<file path="src/rtl/tomasulo_pkg.sv">
// Shared definitions for the Tomasulo datapath blocks.
// Provides tag/data widths, the "no producer" tag value, the opcodes the
// functional unit distinguishes, and the reservation-station entry record.
package tomasulo_pkg;

  localparam int TAG_W   = 3;
  localparam int DATA_W  = 16;
  localparam int INSTR_W = 16;

  // A Q field equal to TAG_NONE means the matching V field already holds the value.
  localparam logic [TAG_W-1:0] TAG_NONE = 3'b000;

  localparam logic [3:0] OP_ADD = 4'b0000;
  localparam logic [3:0] OP_SUB = 4'b0001;

  typedef struct packed {
    logic               busy;
    logic [INSTR_W-1:0] instr;
    logic [TAG_W-1:0]   tag;
    logic [DATA_W-1:0]  vj;
    logic [TAG_W-1:0]   qj;
    logic [DATA_W-1:0]  vk;
    logic [TAG_W-1:0]   qk;
  } rs_entry_t;

endpackage

</file>
<file path="src/rtl/rs_entry.sv">
// One reservation-station entry.
// Holds an issued instruction with its two operands, captures operands from
// the CDB (both in the issue cycle and while waiting) and flags readiness.
// Ports:
//   clock, resetn        clock and synchronous active-low reset
//   i_we                 write a newly issued instruction into this entry
//   i_instr/i_tag        instruction word and its tag
//   i_vj/i_qj, i_vk/i_qk operand values and producer tags at issue
//   i_cdb_valid/_tag/_data  common data bus broadcast
//   i_clear              entry dispatched this edge; release it
//   o_busy, o_ready      entry occupied / occupied with both operands valid
//   o_instr, o_tag, o_vj, o_vk  stored fields for the dispatch mux
import tomasulo_pkg::*;

module rs_entry (
  input  logic               clock,
  input  logic               resetn,
  input  logic               i_we,
  input  logic [INSTR_W-1:0] i_instr,
  input  logic [TAG_W-1:0]   i_tag,
  input  logic [DATA_W-1:0]  i_vj,
  input  logic [TAG_W-1:0]   i_qj,
  input  logic [DATA_W-1:0]  i_vk,
  input  logic [TAG_W-1:0]   i_qk,
  input  logic               i_cdb_valid,
  input  logic [TAG_W-1:0]   i_cdb_tag,
  input  logic [DATA_W-1:0]  i_cdb_data,
  input  logic               i_clear,
  output logic               o_busy,
  output logic               o_ready,
  output logic [INSTR_W-1:0] o_instr,
  output logic [TAG_W-1:0]   o_tag,
  output logic [DATA_W-1:0]  o_vj,
  output logic [DATA_W-1:0]  o_vk
);

  rs_entry_t r_entry;

  logic w_bypass_j, w_bypass_k;
  logic w_snoop_j, w_snoop_k;

  // The Q != TAG_NONE guard keeps an already-valid operand from being
  // overwritten by a broadcast that happens to carry tag 0.
  assign w_bypass_j = i_cdb_valid && (i_qj != TAG_NONE) && (i_qj == i_cdb_tag);
  assign w_bypass_k = i_cdb_valid && (i_qk != TAG_NONE) && (i_qk == i_cdb_tag);
  assign w_snoop_j  = i_cdb_valid && (r_entry.qj != TAG_NONE) && (r_entry.qj == i_cdb_tag);
  assign w_snoop_k  = i_cdb_valid && (r_entry.qk != TAG_NONE) && (r_entry.qk == i_cdb_tag);

  // Issue only targets a free entry and dispatch only a busy one, so
  // i_we and i_clear never coincide.
  always_ff @(posedge clock) begin
    if (!resetn) begin
      r_entry <= '0;
    end else if (i_we) begin
      r_entry.busy  <= 1'b1;
      r_entry.instr <= i_instr;
      r_entry.tag   <= i_tag;
      r_entry.vj    <= w_bypass_j ? i_cdb_data : i_vj;
      r_entry.qj    <= w_bypass_j ? TAG_NONE   : i_qj;
      r_entry.vk    <= w_bypass_k ? i_cdb_data : i_vk;
      r_entry.qk    <= w_bypass_k ? TAG_NONE   : i_qk;
    end else if (i_clear) begin
      r_entry.busy <= 1'b0;
    end else if (r_entry.busy) begin
      if (w_snoop_j) begin
        r_entry.vj <= i_cdb_data;
        r_entry.qj <= TAG_NONE;
      end
      if (w_snoop_k) begin
        r_entry.vk <= i_cdb_data;
        r_entry.qk <= TAG_NONE;
      end
    end
  end

  // Readiness comes from registered Q fields only, so a CDB capture
  // becomes dispatchable one edge later.
  assign o_ready = r_entry.busy && (r_entry.qj == TAG_NONE) && (r_entry.qk == TAG_NONE);
  assign o_busy  = r_entry.busy;
  assign o_instr = r_entry.instr;
  assign o_tag   = r_entry.tag;
  assign o_vj    = r_entry.vj;
  assign o_vk    = r_entry.vk;

endmodule

</file>
<file path="src/rtl/reservation_station.sv">
// Reservation station feeding a single functional unit.
// Accepts issued instructions into the lowest free entry, waits for both
// operands (snooping the CDB), and dispatches the lowest ready entry as a
// one-cycle instructIn pulse whenever the functional unit is idle.
// Ports:
//   clock, resetn                 clock and synchronous active-low reset
//   issueValid/Instruction/Tag    issue request
//   issueVj/Vk, issueQj/Qk        operands and producer tags
//   issueReady                    at least one free entry
//   cdbValid/cdbTag/cdbData       common data bus broadcast
//   fuDone                        functional unit finished
//   instructIn                    one-cycle dispatch pulse
//   instruction, instructionCodeOut, reg1, reg2  dispatched fields
//   occupancy                     number of busy entries
import tomasulo_pkg::*;

module reservation_station #(
  parameter int DEPTH = 3,
  parameter int CNT_W = 2
) (
  input  logic               clock,
  input  logic               resetn,
  input  logic               issueValid,
  input  logic [INSTR_W-1:0] issueInstruction,
  input  logic [TAG_W-1:0]   issueTag,
  input  logic [DATA_W-1:0]  issueVj,
  input  logic [DATA_W-1:0]  issueVk,
  input  logic [TAG_W-1:0]   issueQj,
  input  logic [TAG_W-1:0]   issueQk,
  output logic               issueReady,
  input  logic               cdbValid,
  input  logic [TAG_W-1:0]   cdbTag,
  input  logic [DATA_W-1:0]  cdbData,
  input  logic               fuDone,
  output logic [INSTR_W-1:0] instruction,
  output logic               instructIn,
  output logic [TAG_W-1:0]   instructionCodeOut,
  output logic [DATA_W-1:0]  reg1,
  output logic [DATA_W-1:0]  reg2,
  output logic [CNT_W-1:0]   occupancy
);

  logic [DEPTH-1:0]   w_busy, w_ready, w_free_oh, w_ready_oh, w_issue_we, w_clear;
  logic [INSTR_W-1:0] w_instr [DEPTH];
  logic [TAG_W-1:0]   w_tag   [DEPTH];
  logic [DATA_W-1:0]  w_vj    [DEPTH];
  logic [DATA_W-1:0]  w_vk    [DEPTH];
  logic               w_accept, w_dispatch;
  logic [INSTR_W-1:0] w_sel_instr;
  logic [TAG_W-1:0]   w_sel_tag;
  logic [DATA_W-1:0]  w_sel_vj, w_sel_vk;

  logic               r_fu_busy, r_dispatch_pending, r_instruct_in;
  logic [INSTR_W-1:0] r_instruction;
  logic [TAG_W-1:0]   r_code;
  logic [DATA_W-1:0]  r_reg1, r_reg2;
  logic [CNT_W-1:0]   r_occupancy;

  // Lowest-index one-hot picks: lowest clear bit of busy, lowest set bit of ready.
  assign w_free_oh  = ~w_busy & (w_busy + DEPTH'(1));
  assign w_ready_oh = w_ready & (~w_ready + DEPTH'(1));

  assign issueReady = ~&w_busy;
  assign w_accept   = issueValid && issueReady && (issueTag != TAG_NONE);
  assign w_dispatch = !r_fu_busy && (|w_ready);
  assign w_issue_we = {DEPTH{w_accept}} & w_free_oh;
  assign w_clear    = {DEPTH{w_dispatch}} & w_ready_oh;

  genvar gi;
  generate
    for (gi = 0; gi < DEPTH; gi++) begin : g_entry
      rs_entry u_entry (
        .clock      (clock),
        .resetn     (resetn),
        .i_we       (w_issue_we[gi]),
        .i_instr    (issueInstruction),
        .i_tag      (issueTag),
        .i_vj       (issueVj),
        .i_qj       (issueQj),
        .i_vk       (issueVk),
        .i_qk       (issueQk),
        .i_cdb_valid(cdbValid),
        .i_cdb_tag  (cdbTag),
        .i_cdb_data (cdbData),
        .i_clear    (w_clear[gi]),
        .o_busy     (w_busy[gi]),
        .o_ready    (w_ready[gi]),
        .o_instr    (w_instr[gi]),
        .o_tag      (w_tag[gi]),
        .o_vj       (w_vj[gi]),
        .o_vk       (w_vk[gi])
      );
    end
  endgenerate

  always_comb begin
    w_sel_instr = '0;
    w_sel_tag   = '0;
    w_sel_vj    = '0;
    w_sel_vk    = '0;
    for (int i = 0; i < DEPTH; i++) begin
      if (w_ready_oh[i]) begin
        w_sel_instr = w_instr[i];
        w_sel_tag   = w_tag[i];
        w_sel_vj    = w_vj[i];
        w_sel_vk    = w_vk[i];
      end
    end
  end

  // The FU sees instructIn one cycle late, so a fuDone during the cycle right
  // after dispatch still refers to the previous operation and is ignored.
  always_ff @(posedge clock) begin
    if (!resetn) begin
      r_fu_busy          <= 1'b0;
      r_dispatch_pending <= 1'b0;
      r_instruct_in      <= 1'b0;
      r_instruction      <= '0;
      r_code             <= '0;
      r_reg1             <= '0;
      r_reg2             <= '0;
      r_occupancy        <= '0;
    end else begin
      r_dispatch_pending <= w_dispatch;
      r_instruct_in      <= w_dispatch;
      if (w_dispatch) begin
        r_fu_busy     <= 1'b1;
        r_instruction <= w_sel_instr;
        r_code        <= w_sel_tag;
        r_reg1        <= w_sel_vj;
        r_reg2        <= w_sel_vk;
      end else if (r_fu_busy && !r_dispatch_pending && fuDone) begin
        r_fu_busy <= 1'b0;
      end
      case ({w_accept, w_dispatch})
        2'b10:   r_occupancy <= r_occupancy + CNT_W'(1);
        2'b01:   r_occupancy <= r_occupancy - CNT_W'(1);
        default: r_occupancy <= r_occupancy;
      endcase
    end
  end

  assign instructIn         = r_instruct_in;
  assign instruction        = r_instruction;
  assign instructionCodeOut = r_code;
  assign reg1               = r_reg1;
  assign reg2               = r_reg2;
  assign occupancy          = r_occupancy;

endmodule

</file>
<file path="config.mk">
export PLATFORM = sky130hd
export DESIGN_NAME = reservation_station
export DESIGN_NICKNAME = d
export VERILOG_FILES = /design/src/rtl/tomasulo_pkg.sv /design/src/rtl/rs_entry.sv /design/src/rtl/reservation_station.sv
export SDC_FILE = /design/constraint.sdc
export NUM_CORES = 1
export LEC_CHECK = 0
export ABC_CLOCK_PERIOD_IN_PS = 4300
export CAP_MARGIN = 20
export CORE_UTILIZATION = 55
export CTS_BUF_LIST = sky130_fd_sc_hd__clkbuf_16
export CTS_CLUSTER_SIZE = 8
export DETAILED_ROUTE_END_ITERATION = 6
export PLACE_DENSITY = 0.89
export SYNTH_ARGS = -nofsm -noshare
export SYNTH_HDL_FRONTEND = slang
export SYNTH_HIERARCHICAL = 1
export SYNTH_SLANG_ARGS = --single-unit
export TNS_END_PERCENT = 100
</file>
<file path="constraint.sdc">
create_clock -name clock -period 4.3 [get_ports clock]
set_input_delay 0.86 -clock clock [delete_from_list [all_inputs] [get_ports clock]]
set_output_delay 0.86 -clock clock [all_outputs]
set_load 0.02 [all_outputs]
</file>
==> report_table.html, run 1 <==
<table>
<tr><th>Metric</th><th>Value</th></tr>
<tr><th colspan="2">Synth</th></tr>
<tr><td>Synthesized area divided by synthesized cell count</td><td>9.203 µm²</td></tr>
<tr><td>Count of state elements after synthesis</td><td>229</td></tr>
<tr><td>Post-synth net total</td><td>1,474</td></tr>
<tr><td>Cells after synthesis</td><td>1,392</td></tr>
<tr><td>Yosys warns</td><td>6</td></tr>
<tr><td>Most used standard cell by instance count after synthesis</td><td>dfxtp_1</td></tr>
<tr><td>Number of synthesized flops with an enable pin</td><td>0</td></tr>
<tr><td>Dominant synthesized flop cell</td><td>dfxtp_1</td></tr>
<tr><td>Netlist area before placement</td><td>12,810 µm²</td></tr>
<tr><td>Library cell occupying the most area in the post-synthesis netlist</td><td>dfxtp_1</td></tr>
<tr><td>Largest cells by area after synthesis</td><td>dfxtp_1, buf_4, nand3_1</td></tr>
<tr><td>Seq/Total Area, Yosys</td><td>35.78%</td></tr>
<tr><td>Synth async-reset ratio</td><td>0%</td></tr>
<tr><td>Synth top cells by count</td><td>dfxtp_1, buf_4, nand3_1, nor2_1, mux2i_1</td></tr>
<tr><td>Top-area cell type share of the netlist area</td><td>35.78%</td></tr>
<tr><td>Number of distinct library cell variants in the gate-level netlist after synthesis</td><td>52</td></tr>
<tr><th colspan="2">Timing</th></tr>
<tr><td>Setup repair after global routing missed its margin</td><td>false</td></tr>
<tr><td>Setup violation total in the final timing report</td><td>0</td></tr>
<tr><td>Achievable frequency</td><td>0.2523 GHz</td></tr>
<tr><td>Clock period minus final worst setup slack</td><td>3.964 ns</td></tr>
<tr><td>Post-route clock period utilization</td><td>92.19%</td></tr>
<tr><td>Relative slew slack</td><td>35.67%</td></tr>
<tr><td>Transition time of the tightest slew-check pin</td><td>0.9650 ns</td></tr>
<tr><td>Final Hold Vio Count</td><td>0</td></tr>
<tr><td>Final TNS setup</td><td>0 ns</td></tr>
<tr><td>Setup skew after layout</td><td>0.01842 ns</td></tr>
<tr><td>Smallest hold slack</td><td>0.4622 ns</td></tr>
<tr><td>Pins over their slew limit</td><td>0</td></tr>
<tr><th colspan="2">Routing</th></tr>
<tr><td>Uppermost signal routing layer after detailed routing</td><td>met4</td></tr>
<tr><td>Metal3 WL</td><td>4263 µm</td></tr>
<tr><td>Routed Wire Length</td><td>37,570 µm</td></tr>
<tr><td>Via count</td><td>11,444</td></tr>
<tr><td>DRT Pass-1 Iters</td><td>7</td></tr>
<tr><td>Antenna violation net count after detailed routing</td><td>0</td></tr>
<tr><td>Routed metal-1 wirelength</td><td>14,440 µm</td></tr>
<tr><td>Number of remaining DRC errors</td><td>0</td></tr>
<tr><td>Initial DRC count</td><td>1,515</td></tr>
<tr><td>Vias per inst</td><td>7.029</td></tr>
<tr><td>Avg WL per Cell</td><td>23.07 µm</td></tr>
<tr><td>Routed met2 length</td><td>16,860 µm</td></tr>
<tr><th colspan="2">GRT</th></tr>
<tr><td>Largest net degree at the start of global routing</td><td>63</td></tr>
<tr><td>Number of antenna violations at the first check in global routing</td><td>0</td></tr>
<tr><td>Overall overflow remaining after global route</td><td>0</td></tr>
<tr><td>Global-route wire length before repair</td><td>59,230 µm</td></tr>
<tr><td>All-layer global routing usage</td><td>31.01%</td></tr>
<tr><td>Via count of the first global-routing pass</td><td>11,097</td></tr>
<tr><th colspan="2">Place</th></tr>
<tr><td>Count of port buffers added during placement</td><td>135</td></tr>
<tr><td>Global placement routability congestion</td><td>0.9092</td></tr>
<tr><td>Detailed placement HPWL</td><td>24,620 µm</td></tr>
<tr><td>Total instance count after detailed placement</td><td>1,586</td></tr>
<tr><th colspan="2">Power and ir drop</th></tr>
<tr><td>Max VDD drop</td><td>190.6 µV</td></tr>
<tr><td>Leakage</td><td>0.004826 µW</td></tr>
<tr><td>Total power per unit cell area</td><td>391.7 nW/µm²</td></tr>
<tr><th colspan="2">Worst setup path</th></tr>
<tr><td>Data required time at the worst endpoint</td><td>4.71 ns</td></tr>
<tr><td>Maximum cell stage delay along the critical path</td><td>0.64 ns</td></tr>
<tr><td>CP max-delay cell</td><td>buf_4</td></tr>
<tr><td>Worst Path Buf+Inv</td><td>1</td></tr>
<tr><td>Worst Setup End Kind</td><td>flop</td></tr>
<tr><td>Data arrival time of the critical path</td><td>4.37 ns</td></tr>
<tr><td>CP max FO</td><td>53</td></tr>
<tr><td>Setup CP Type</td><td>flop to flop</td></tr>
<tr><td>Kind of start point of the critical path</td><td>flop</td></tr>
<tr><td>Largest delay contributor family on the critical path</td><td>simple AND/OR/NAND/NOR gates</td></tr>
<tr><td>Critical path cell sequence</td><td>or4b_2, nor4_2, buf_4, nor3b_1, nand3b_2, o41a_1, nand2_1, a311oi_1</td></tr>
<tr><th colspan="2">Clocking</th></tr>
<tr><td>Post-cts sizing count</td><td>0</td></tr>
<tr><td>CTS tree</td><td>done</td></tr>
<tr><td>Buffer depth of the longest clock path</td><td>3</td></tr>
<tr><td>Clk root buf</td><td>clkbuf_16</td></tr>
<tr><td>CTS hold repair buffers</td><td>0</td></tr>
<tr><td>Count of H-tree levels built during CTS</td><td>2</td></tr>
<tr><td>Clock latency on the worst-skew pair</td><td>0.50 ns</td></tr>
<tr><td>CTS sink cnt</td><td>229</td></tr>
<tr><td>CTS Buf Count</td><td>34</td></tr>
<tr><td>Clock transition at the registers of the reported paths</td><td>0.05 ns</td></tr>
<tr><td>Postcts setup bufs</td><td>0</td></tr>
<tr><th colspan="2">Min path</th></tr>
<tr><td>Worst min-delay path class</td><td>flop to flop</td></tr>
<tr><th colspan="2">Finish</th></tr>
<tr><td>Final Net Count</td><td>1,421</td></tr>
<tr><td>Fraction of layout cells with a size suffix above 1</td><td>10.28%</td></tr>
<tr><td>FF/Latch Area</td><td>4584 µm²</td></tr>
<tr><td>Signed area change from the synthesized netlist to the final layout</td><td>10.55%</td></tr>
<tr><td>Non-filler cells, final</td><td>1,628</td></tr>
<tr><td>Multi-input logic area</td><td>6464 µm²</td></tr>
<tr><td>Fill cells</td><td>1,814</td></tr>
<tr><th colspan="2">Floorplanning</th></tr>
<tr><td>Floorplan core area</td><td>22,710 µm²</td></tr>
<tr><td>Die boundary height</td><td>154.6 µm</td></tr>
<tr><td>Die area</td><td>23,910 µm²</td></tr>
<tr><td>I/O pin total</td><td>136</td></tr>
<tr><td>Effective utilization at floorplan</td><td>56.41%</td></tr>
<tr><td>Number of placement rows</td><td>55</td></tr>
<tr><td>Die width</td><td>154.6 µm</td></tr>
<tr><th colspan="2">Run</th></tr>
<tr><td>Maxcap violations</td><td>0</td></tr>
<tr><th colspan="2">Status</th></tr>
<tr><td>Run status</td><td>finished, final reports clean</td></tr>
</table>
==> state kept, by name, summed over array words and instances (netlist names) <==
register	cells
reg1	16
r_fu_busy	1
g_entry.u_entry/o_instr	48
g_entry.u_entry/o_vj	48
g_entry.u_entry/o_busy	3
instructIn	1
g_entry.u_entry/o_tag	9
occupancy	2
instructionCodeOut	3
reg2	16
g_entry.u_entry/r_entry	18
instruction	16
g_entry.u_entry/o_vk	48
==> placed cells by master, fill, tap and decap left out, types with 36 or more instances in the layout <==
| master | instances |
|---|---|
| a221o_1 | 51 |
| nor3_1 | 54 |
| clkdlybuf4s50_1 | 135 |
| a311oi_1 | 54 |
| nand2b_1 | 55 |
| a32o_1 | 51 |
| a31oi_1 | 36 |
| mux2i_1 | 57 |
| o21ai_0 | 55 |
| dfxtp_1 | 229 |
| nand3_1 | 139 |
| nor2_1 | 73 |
| o221ai_1 | 36 |
| buf_4 | 48 |
==> through the flow <==
| step | util (%) | worst slack [ns] | area, µm² | total power (µW) |
|---|---|---|---|---|
| 2_1_floorplan | - | 0.5591 | 12810 | 2992 |
| 3_3_place_gp | 58.34 | 0.5623 | 13250 | 3215 |
| 3_5_place_dp | 58.34 | 0.3879 | 13250 | 3246 |
| 4_1_cts | 62.27 | 0.3806 | 14140 | 5545 |
| 5_1_grt | 62.35 | 0.1097 | 14160 | 5726 |
| 6_report | 62.36 | 0.3360 | 14160 | 5547 |
==> logic make-up (layout without fill, tap and decap cells) <==
logic type | Yosys count | count (layout) | share of synthesized area [%]
AND/OR/NAND/NOR | 414 | 414 | 17.26
AO/OA/AOI/OAI | 363 | 363 | 25.41
buffers and inverters | 293 | 243 | 14.60
flip-flops | 229 | 229 | 35.78
multiplexers | 57 | 57 | 4.454
XOR/XNOR | 35 | 35 | 2.393
adder cells (fa/ha/maj) | 1 | 1 | 0.09765
other | 0 | 1 | 0
==> report_power, final <==
group          total, µW  internal (µW)  switching [µW]  leakage, µW
sequential          2320           2240            79.3      0.00186
combinational        919            381             538      0.00252
clock               2310           1400             912     0.000442
==> cell type report <==
type                            instances  area share [%]
Antenna cell                            1         0.01767
Clock buffer                           34           6.008
Clock inverter                          5          0.2915
Inverter                               16          0.4241
Multi-Input combinational cell        870           45.64
Sequential cell                       229           32.37
Tap cell                              285           2.518
Timing Repair Buffer                  188           12.73
==> layer usage <==
metal / global-route usage [%] / up-vias
met5: 0 / -
met4: 17.44 / 0
met3: 6.528 / 156
met2: 48.46 / 803
met1: 39.82 / 5428
li1: - / 5057
==> worst paths after layout <==
kind                                                 from                          end  slack, ns  cells past startpoint
worst min register to register                    reg1[6]                      reg1[6]       0.46                      1
worst max-delay path            g_entry[1].u_entry/o_busy  g_entry[1].u_entry/o_vk[13]       0.34                      8
worst min-delay path                              reg1[6]                      reg1[6]       0.46                      1
worst max register to register  g_entry[1].u_entry/o_busy  g_entry[1].u_entry/o_vk[13]       0.34                      8
Power figures use the tool's default switching activity.
==> run 2: changes to the inputs <==
- CORE_UTILIZATION: 55 -> 58
- PLACE_DENSITY: 0.89 -> 0.92
==> report_table.html, run 2 (synthesized netlist as in run 1, its figures left out) <==
<table>
<tr><th>Metric</th><th>Value</th></tr>
<tr><th colspan="2">Status</th></tr>
<tr><td>Run status</td><td>complete, but fails checks</td></tr>
<tr><td>Violated checks</td><td>design-rule violations</td></tr>
<tr><th colspan="2">Finish</th></tr>
<tr><td>Fraction of the core area covered by cells at the end of the flow</td><td>64.87% (+2.5 points)</td></tr>
<tr><td>Total inserted antenna cells</td><td>0 (-1)</td></tr>
<tr><td>Fraction of layout cells with a size suffix above 1</td><td>10.15% (-0.13 points)</td></tr>
<tr><td>Signed area change from the synthesized netlist to the final layout</td><td>10.16%</td></tr>
<tr><td>Final Net Count</td><td>1,420 (-0.070%)</td></tr>
<tr><td>Area of all placed cells without fillers</td><td>14,110 µm² (-0.35%)</td></tr>
<tr><td>Commonest non-fill, non-tap cells in the layout</td><td>dfxtp_1, nand3_1, clkdlybuf4s50_1</td></tr>
<tr><td>Commonest non-fill, non-tap cell in the layout</td><td>dfxtp_1</td></tr>
<tr><th colspan="2">Worst setup path</th></tr>
<tr><td>Kind of start point of the critical path</td><td>flop</td></tr>
<tr><td>Data arrival time of the critical path</td><td>4.15 ns (-0.22 ns)</td></tr>
<tr><td>Worst Setup End Kind</td><td>flop</td></tr>
<tr><td>Setup CP Type</td><td>flop to flop</td></tr>
<tr><td>Depth of the most critical reg-to-reg path</td><td>8 (unchanged)</td></tr>
<tr><td>CP max FO</td><td>16 (-70%)</td></tr>
<tr><td>Critical register-to-register path startpoint</td><td>g_entry[2].u_entry/o_busy</td></tr>
<tr><td>Data required time at the worst endpoint</td><td>4.70 ns (about the same)</td></tr>
<tr><td>Worst reg-to-reg setup slack</td><td>0.55 ns (+0.21 ns)</td></tr>
<tr><td>R2R Path End</td><td>g_entry[2].u_entry/o_vk[13]</td></tr>
<tr><th colspan="2">Clocking</th></tr>
<tr><td>Clk root buf</td><td>clkbuf_16</td></tr>
<tr><td>CTS Buf Count</td><td>34 (unchanged)</td></tr>
<tr><td>Count of H-tree levels built during CTS</td><td>2 (unchanged)</td></tr>
<tr><td>Clock transition at the registers of the reported paths</td><td>0.05 ns (about the same)</td></tr>
<tr><td>CTS sink cnt</td><td>229 (unchanged)</td></tr>
<tr><td>Post-cts sizing count</td><td>0 (unchanged)</td></tr>
<tr><td>CTS hold repair buffers</td><td>0 (unchanged)</td></tr>
<tr><td>Postcts setup bufs</td><td>0 (unchanged)</td></tr>
<tr><td>Clock latency on the worst-skew pair</td><td>0.50 ns (about the same)</td></tr>
<tr><td>Buffer depth of the longest clock path</td><td>3 (unchanged)</td></tr>
<tr><td>CTS tree</td><td>done</td></tr>
<tr><th colspan="2">Floorplanning</th></tr>
<tr><td>Number of placement rows</td><td>54 (-1.8%)</td></tr>
<tr><td>Effective utilization at floorplan</td><td>58.89% (+2.5 points)</td></tr>
<tr><td>Floorplan core area</td><td>21,760 µm² (-4.2%)</td></tr>
<tr><td>I/O pin total</td><td>136 (unchanged)</td></tr>
<tr><td>Die width</td><td>150.6 µm (-2.6%)</td></tr>
<tr><td>Die boundary height</td><td>150.6 µm (-2.6%)</td></tr>
<tr><td>Die area</td><td>22,690 µm² (-5.1%)</td></tr>
<tr><th colspan="2">Place</th></tr>
<tr><td>Count of port buffers added during placement</td><td>135 (unchanged)</td></tr>
<tr><td>Placed cell areas</td><td>13,180 µm² (-0.52%)</td></tr>
<tr><td>Detailed placement HPWL</td><td>23,700 µm (-3.7%)</td></tr>
<tr><td>Global placement routability congestion</td><td>0.9479 (+4.3%)</td></tr>
<tr><th colspan="2">Power and ir drop</th></tr>
<tr><td>Leakage</td><td>0.004813 µW (-0.26%)</td></tr>
<tr><td>Total power per unit cell area</td><td>393.2 nW/µm² (+0.39%)</td></tr>
<tr><td>Max VDD drop</td><td>260.5 µV (+37%)</td></tr>
<tr><th colspan="2">GRT</th></tr>
<tr><td>All-layer global routing usage</td><td>33.47% (+2.5 points)</td></tr>
<tr><td>Global-route wire length before repair</td><td>59,780 µm (+0.93%)</td></tr>
<tr><td>Number of antenna violations at the first check in global routing</td><td>1 (+1)</td></tr>
<tr><td>Via count of the first global-routing pass</td><td>11,461 (+3.3%)</td></tr>
<tr><td>Largest net degree at the start of global routing</td><td>65 (+3.2%)</td></tr>
<tr><td>Overall overflow remaining after global route</td><td>0 (unchanged)</td></tr>
<tr><th colspan="2">Run</th></tr>
<tr><td>Maxcap violations</td><td>0 (unchanged)</td></tr>
<tr><th colspan="2">Min path</th></tr>
<tr><td>Destination of the worst hold path</td><td>reg2[2]</td></tr>
<tr><td>Depth of the worst hold-timing path</td><td>1 (unchanged)</td></tr>
<tr><td>Worst min-delay path class</td><td>flop to flop</td></tr>
<tr><td>HP Start</td><td>reg2[2]</td></tr>
<tr><th colspan="2">Timing</th></tr>
<tr><td>Setup skew after layout</td><td>0.02558 ns (+0.007157 ns)</td></tr>
<tr><td>Setup violation total in the final timing report</td><td>0 (unchanged)</td></tr>
<tr><td>Post-route clock period utilization</td><td>87.29% (-4.9 points)</td></tr>
<tr><td>Final TNS setup</td><td>0 ns (unchanged)</td></tr>
<tr><td>Transition time of the tightest slew-check pin</td><td>1.133 ns (+0.1683 ns)</td></tr>
<tr><td>Final Hold Vio Count</td><td>0 (unchanged)</td></tr>
<tr><td>Relative slew slack</td><td>24.34% (-11 points)</td></tr>
<tr><td>Pins over their slew limit</td><td>0 (unchanged)</td></tr>
<tr><td>Setup repair after global routing missed its margin</td><td>false</td></tr>
<tr><td>Clock period minus final worst setup slack</td><td>3.753 ns (-0.2107 ns)</td></tr>
<tr><td>Achievable frequency</td><td>0.2664 GHz (+5.6%)</td></tr>
<tr><th colspan="2">Routing</th></tr>
<tr><td>Via count</td><td>11,795 (+3.1%)</td></tr>
<tr><td>Initial DRC count</td><td>1,823 (+20%)</td></tr>
<tr><td>Number of remaining DRC errors</td><td>13 (+13)</td></tr>
<tr><td>Vias per inst</td><td>7.281 (+3.6%)</td></tr>
<tr><td>Routed Wire Length</td><td>38,760 µm (+3.2%)</td></tr>
<tr><td>DRT Pass-1 Iters</td><td>7 (unchanged)</td></tr>
<tr><td>Antenna violation net count after detailed routing</td><td>0 (unchanged)</td></tr>
<tr><td>Avg WL per Cell</td><td>23.93 µm (+3.7%)</td></tr>
</table>
run 2: routing by layer:
layer  vias up  wire [µm]  global-route usage, %
met5         -          8                      0
met4         2       2043                  17.70
met3       240       4800                  9.515
met2       962      17420                  52.14
met1      5561      14490                  41.86
li1       5030          -                      -
run 2: area by class of cell:
cell class,count,area (µm²)
multi-input cells,870,6459
fillers,1698,7644
inverters,16,60.06
flip-flops and latches,229,4584
clock inverters,3,16.27
well taps,280,350.3
clock buffers,35,875.8
repair buffers,187,1767
run 2: worst max-delay path by stage:
stage	startpoint	end	slack (ns)	cells after the start
5_1_grt	g_entry[1].u_entry/o_busy	g_entry[2].u_entry/o_vk[7]	0.39	8
4_1_cts	g_entry[1].u_entry/o_busy	g_entry[2].u_entry/o_vk[7]	0.65	8
2_1_floorplan	g_entry[0].u_entry/o_busy	g_entry[1].u_entry/o_vj[14]	0.56	10
3_5_place_dp	cdbTag[2]	g_entry[0].u_entry/o_vk[5]	0.58	6
6_report	g_entry[2].u_entry/o_busy	g_entry[2].u_entry/o_vk[13]	0.55	8
3_3_place_gp	cdbTag[2]	g_entry[1].u_entry/o_vk[6]	0.69	7
run 2: critical path, cell delays in order, from the launching register on:
cell and delay (ns):
dfxtp_1 0.44, or4b_2 0.61, nor4_1 0.49, nor2b_4 0.26, nor3b_1 0.25, nand3b_2 0.28
o41a_1 0.73, nand2_1 0.27, a311oi_1 0.33
run 2: report_power, final:
| part | switching (µW) | internal (µW) |
|---|---|---|
| registers | 72.1 | 2240 |
| logic | 551 | 374 |
| clock network | 890 | 1420 |
run 2: per-stage QoR:
step           total power (µW)  worst slack, ns  instances  hold slack [ns]
3_3_place_gp               3200           0.6932       1580           0.4496
5_1_grt                    5713           0.3907       1620           0.4772
6_report                   5549           0.5467       1620           0.4610
3_5_place_dp               3236           0.5771       1580           0.4561
2_1_floorplan              2992           0.5591       1392           0.4617
4_1_cts                    5521           0.6509       1618           0.4667
==> run 3: changes to the inputs <==
- CELL_PAD_IN_SITES_DETAIL_PLACEMENT: not set -> 1
- CELL_PAD_IN_SITES_GLOBAL_PLACEMENT: not set -> 1
- CORE_UTILIZATION: 58 -> 45
- CTS_BUF_LIST: sky130_fd_sc_hd__clkbuf_16 -> sky130_fd_sc_hd__clkbuf_8
- PLACE_DENSITY: 0.92 -> 0.93
- SLEW_MARGIN: not set -> 20
==> report_table.html, run 3 (synthesized netlist as in run 1, its figures left out) <==
<table>
<tr><th>Metric</th><th>Value</th></tr>
<tr><th colspan="2">Clocking</th></tr>
<tr><td>CTS sink cnt</td><td>229 (unchanged)</td></tr>
<tr><td>Clock latency on the worst-skew pair</td><td>0.55 ns (+0.05 ns)</td></tr>
<tr><td>Clk root buf</td><td>clkbuf_8</td></tr>
<tr><td>CTS hold repair buffers</td><td>0 (unchanged)</td></tr>
<tr><td>Count of H-tree levels built during CTS</td><td>2 (unchanged)</td></tr>
<tr><td>Buffer depth of the longest clock path</td><td>3 (unchanged)</td></tr>
<tr><td>Postcts setup bufs</td><td>0 (unchanged)</td></tr>
<tr><td>Clock transition at the registers of the reported paths</td><td>0.07 ns (+0.02 ns)</td></tr>
<tr><td>Post-cts sizing count</td><td>0 (unchanged)</td></tr>
<tr><td>CTS tree</td><td>done</td></tr>
<tr><td>CTS Buf Count</td><td>40 (+18%)</td></tr>
<tr><th colspan="2">Place</th></tr>
<tr><td>Total instance count after detailed placement</td><td>1,682 (+6.5%)</td></tr>
<tr><td>Count of port buffers added during placement</td><td>135 (unchanged)</td></tr>
<tr><td>Detailed placement HPWL</td><td>29,620 µm (+25%)</td></tr>
<tr><td>Global placement routability congestion</td><td>0.8729 (-7.9%)</td></tr>
<tr><th colspan="2">Finish</th></tr>
<tr><td>Signed area change from the synthesized netlist to the final layout</td><td>10.56%</td></tr>
<tr><td>Commonest non-fill, non-tap cells in the layout</td><td>dfxtp_1, nand3_1, clkdlybuf4s50_1</td></tr>
<tr><td>Multi-input logic area</td><td>6476 µm² (+0.27%)</td></tr>
<tr><td>Non-filler cells, final</td><td>1,747 (+7.8%)</td></tr>
<tr><td>FF/Latch Area</td><td>4584 µm² (unchanged)</td></tr>
<tr><td>Commonest non-fill, non-tap cell in the layout</td><td>dfxtp_1</td></tr>
<tr><td>Fill cells</td><td>3,137 (+85%)</td></tr>
<tr><td>Final Net Count</td><td>1,428 (+0.56%)</td></tr>
<tr><td>Total inserted antenna cells</td><td>0 (unchanged)</td></tr>
<tr><td>Fraction of the core area covered by cells at the end of the flow</td><td>50.84% (-14 points)</td></tr>
<tr><td>Fraction of layout cells with a size suffix above 1</td><td>11.69% (+1.5 points)</td></tr>
<tr><th colspan="2">Power and ir drop</th></tr>
<tr><td>Overall power of the completed layout</td><td>5363 µW (-3.4%)</td></tr>
<tr><td>Leakage</td><td>0.004827 µW (+0.30%)</td></tr>
<tr><td>Max VDD drop</td><td>171.1 µV (-34%)</td></tr>
<tr><td>Total power per unit cell area</td><td>378.6 nW/µm² (-3.7%)</td></tr>
<tr><th colspan="2">GRT</th></tr>
<tr><td>Global-route wire length before repair</td><td>69,740 µm (+17%)</td></tr>
<tr><td>All-layer global routing usage</td><td>30.78% (-2.7 points)</td></tr>
<tr><td>Largest net degree at the start of global routing</td><td>59 (-9.2%)</td></tr>
<tr><td>Number of antenna violations at the first check in global routing</td><td>0 (-1)</td></tr>
<tr><td>Via count of the first global-routing pass</td><td>12,370 (+7.9%)</td></tr>
<tr><td>Overall overflow remaining after global route</td><td>0 (unchanged)</td></tr>
<tr><th colspan="2">Routing</th></tr>
<tr><td>Vias per inst</td><td>6.717 (-7.7%)</td></tr>
<tr><td>DRT Pass-1 Iters</td><td>6 (-1)</td></tr>
<tr><td>Avg WL per Cell</td><td>25.86 µm (+8.1%)</td></tr>
<tr><td>Via count</td><td>11,735 (-0.51%)</td></tr>
<tr><td>Initial DRC count</td><td>1,062 (-42%)</td></tr>
<tr><td>Routed Wire Length</td><td>45,180 µm (+17%)</td></tr>
<tr><td>Antenna violation net count after detailed routing</td><td>0 (unchanged)</td></tr>
<tr><td>Number of remaining DRC errors</td><td>0 (-13)</td></tr>
<tr><th colspan="2">Timing</th></tr>
<tr><td>Final TNS setup</td><td>0 ns (unchanged)</td></tr>
<tr><td>Setup violation total in the final timing report</td><td>0 (unchanged)</td></tr>
<tr><td>Post-route clock period utilization</td><td>91.80% (+4.5 points)</td></tr>
<tr><td>Clock period minus final worst setup slack</td><td>3.947 ns (+0.1941 ns)</td></tr>
<tr><td>Transition time of the tightest slew-check pin</td><td>1.074 ns (-0.05949 ns)</td></tr>
<tr><td>Final Hold Vio Count</td><td>0 (unchanged)</td></tr>
<tr><td>Smallest hold slack</td><td>0.4665 ns (+0.005563 ns)</td></tr>
<tr><td>Pins over their slew limit</td><td>0 (unchanged)</td></tr>
<tr><td>Setup repair after global routing missed its margin</td><td>false</td></tr>
<tr><td>Achievable frequency</td><td>0.2533 GHz (-4.9%)</td></tr>
<tr><td>Setup skew after layout</td><td>0.05066 ns (+0.02507 ns)</td></tr>
<tr><td>Relative slew slack</td><td>28.41% (+4.1 points)</td></tr>
<tr><th colspan="2">Worst setup path</th></tr>
<tr><td>Kind of start point of the critical path</td><td>flop</td></tr>
<tr><td>Critical path cell sequence</td><td>or4b_2, nor4_2, buf_4, nor3b_1, nand3b_2, o41a_1, nand2_1, a311oi_1</td></tr>
<tr><td>CP max-delay cell</td><td>o41a_1</td></tr>
<tr><td>Setup CP Type</td><td>flop to flop</td></tr>
<tr><td>Count of cell instances traversed by the critical path</td><td>8 (unchanged)</td></tr>
<tr><td>Data required time at the worst endpoint</td><td>4.76 ns (+0.06 ns)</td></tr>
<tr><td>Depth of the most critical reg-to-reg path</td><td>8 (unchanged)</td></tr>
<tr><td>CP max FO</td><td>21 (+5)</td></tr>
<tr><td>Maximum cell stage delay along the critical path</td><td>0.69 ns (-0.04 ns)</td></tr>
<tr><td>Largest delay contributor family on the critical path</td><td>simple AND/OR/NAND/NOR gates</td></tr>
<tr><td>Worst Path Buf+Inv</td><td>1 (+1)</td></tr>
<tr><td>Worst Setup End Kind</td><td>flop</td></tr>
<tr><td>Data arrival time of the critical path</td><td>4.41 ns (+0.26 ns)</td></tr>
<tr><th colspan="2">Floorplanning</th></tr>
<tr><td>Number of placement rows</td><td>61 (+13%)</td></tr>
<tr><td>Die boundary height</td><td>170.7 µm (+13%)</td></tr>
<tr><td>I/O pin total</td><td>136 (unchanged)</td></tr>
<tr><td>Die width</td><td>170.7 µm (+13%)</td></tr>
<tr><td>Die area</td><td>29,150 µm² (+28%)</td></tr>
<tr><td>Effective utilization at floorplan</td><td>45.99% (-13 points)</td></tr>
<tr><td>Floorplan core area</td><td>27,860 µm² (+28%)</td></tr>
<tr><th colspan="2">Status</th></tr>
<tr><td>Run status</td><td>finished, final reports clean</td></tr>
<tr><th colspan="2">Run</th></tr>
<tr><td>Maxcap violations</td><td>0 (unchanged)</td></tr>
<tr><th colspan="2">Min path</th></tr>
<tr><td>Worst min-delay path class</td><td>flop to flop</td></tr>
<tr><td>Depth of the worst hold-timing path</td><td>1 (unchanged)</td></tr>
</table>
[run 3: worst reg2reg max path, cell delays in order, from the launching register on]
cell      delay [ns]
dfxtp_1         0.52
or4b_2          0.64
nor4_2          0.21
buf_4           0.37
nor3b_1         0.50
nand3b_2        0.34
o41a_1          0.70
nand2_1         0.27
a311oi_1        0.30
[run 3: metrics by stage]
step | worst slack, ns | area (µm²)
global placement | 0.6259 | 13340
global route | 0.2175 | 14160
finish | 0.3526 | 14160
floorplan | 0.5591 | 12810
CTS | 0.5377 | 14160
detailed placement | 0.5598 | 13340
[run 3: area by class of cell]
type                            count  share of cell area, %
Multi-Input combinational cell    870                  45.72
Sequential cell                   229                  32.37
Timing Repair Buffer              189                  12.40
Clock buffer                       50                  4.859
Tap cell                          378                  3.339
Clock inverter                     15                 0.8834
Inverter                           16                 0.4240
[run 3: layer usage]
metal	up-vias	global-route usage, %	share of wire [%]
met5	-	0	0
met4	0	18.06	5.1
met3	142	7.009	9.6
met2	644	49.69	46
met1	5883	37.46	39
li1	5066	-	-
[run 3: power breakdown]
group / switching (µW) / internal, µW
clock: 926 / 1160
sequential: 86.4 / 2230
combinational: 580 / 374
[run 3: path summary, 6_finish.rpt]
path	from	to	slack, ns
max reg2reg	g_entry[1].u_entry/o_busy	g_entry[1].u_entry/o_vk[13]	0.35
min	reg2[1]	reg2[1]	0.47
max	g_entry[1].u_entry/o_busy	g_entry[1].u_entry/o_vk[13]	0.35
min reg2reg	reg2[1]	reg2[1]	0.47
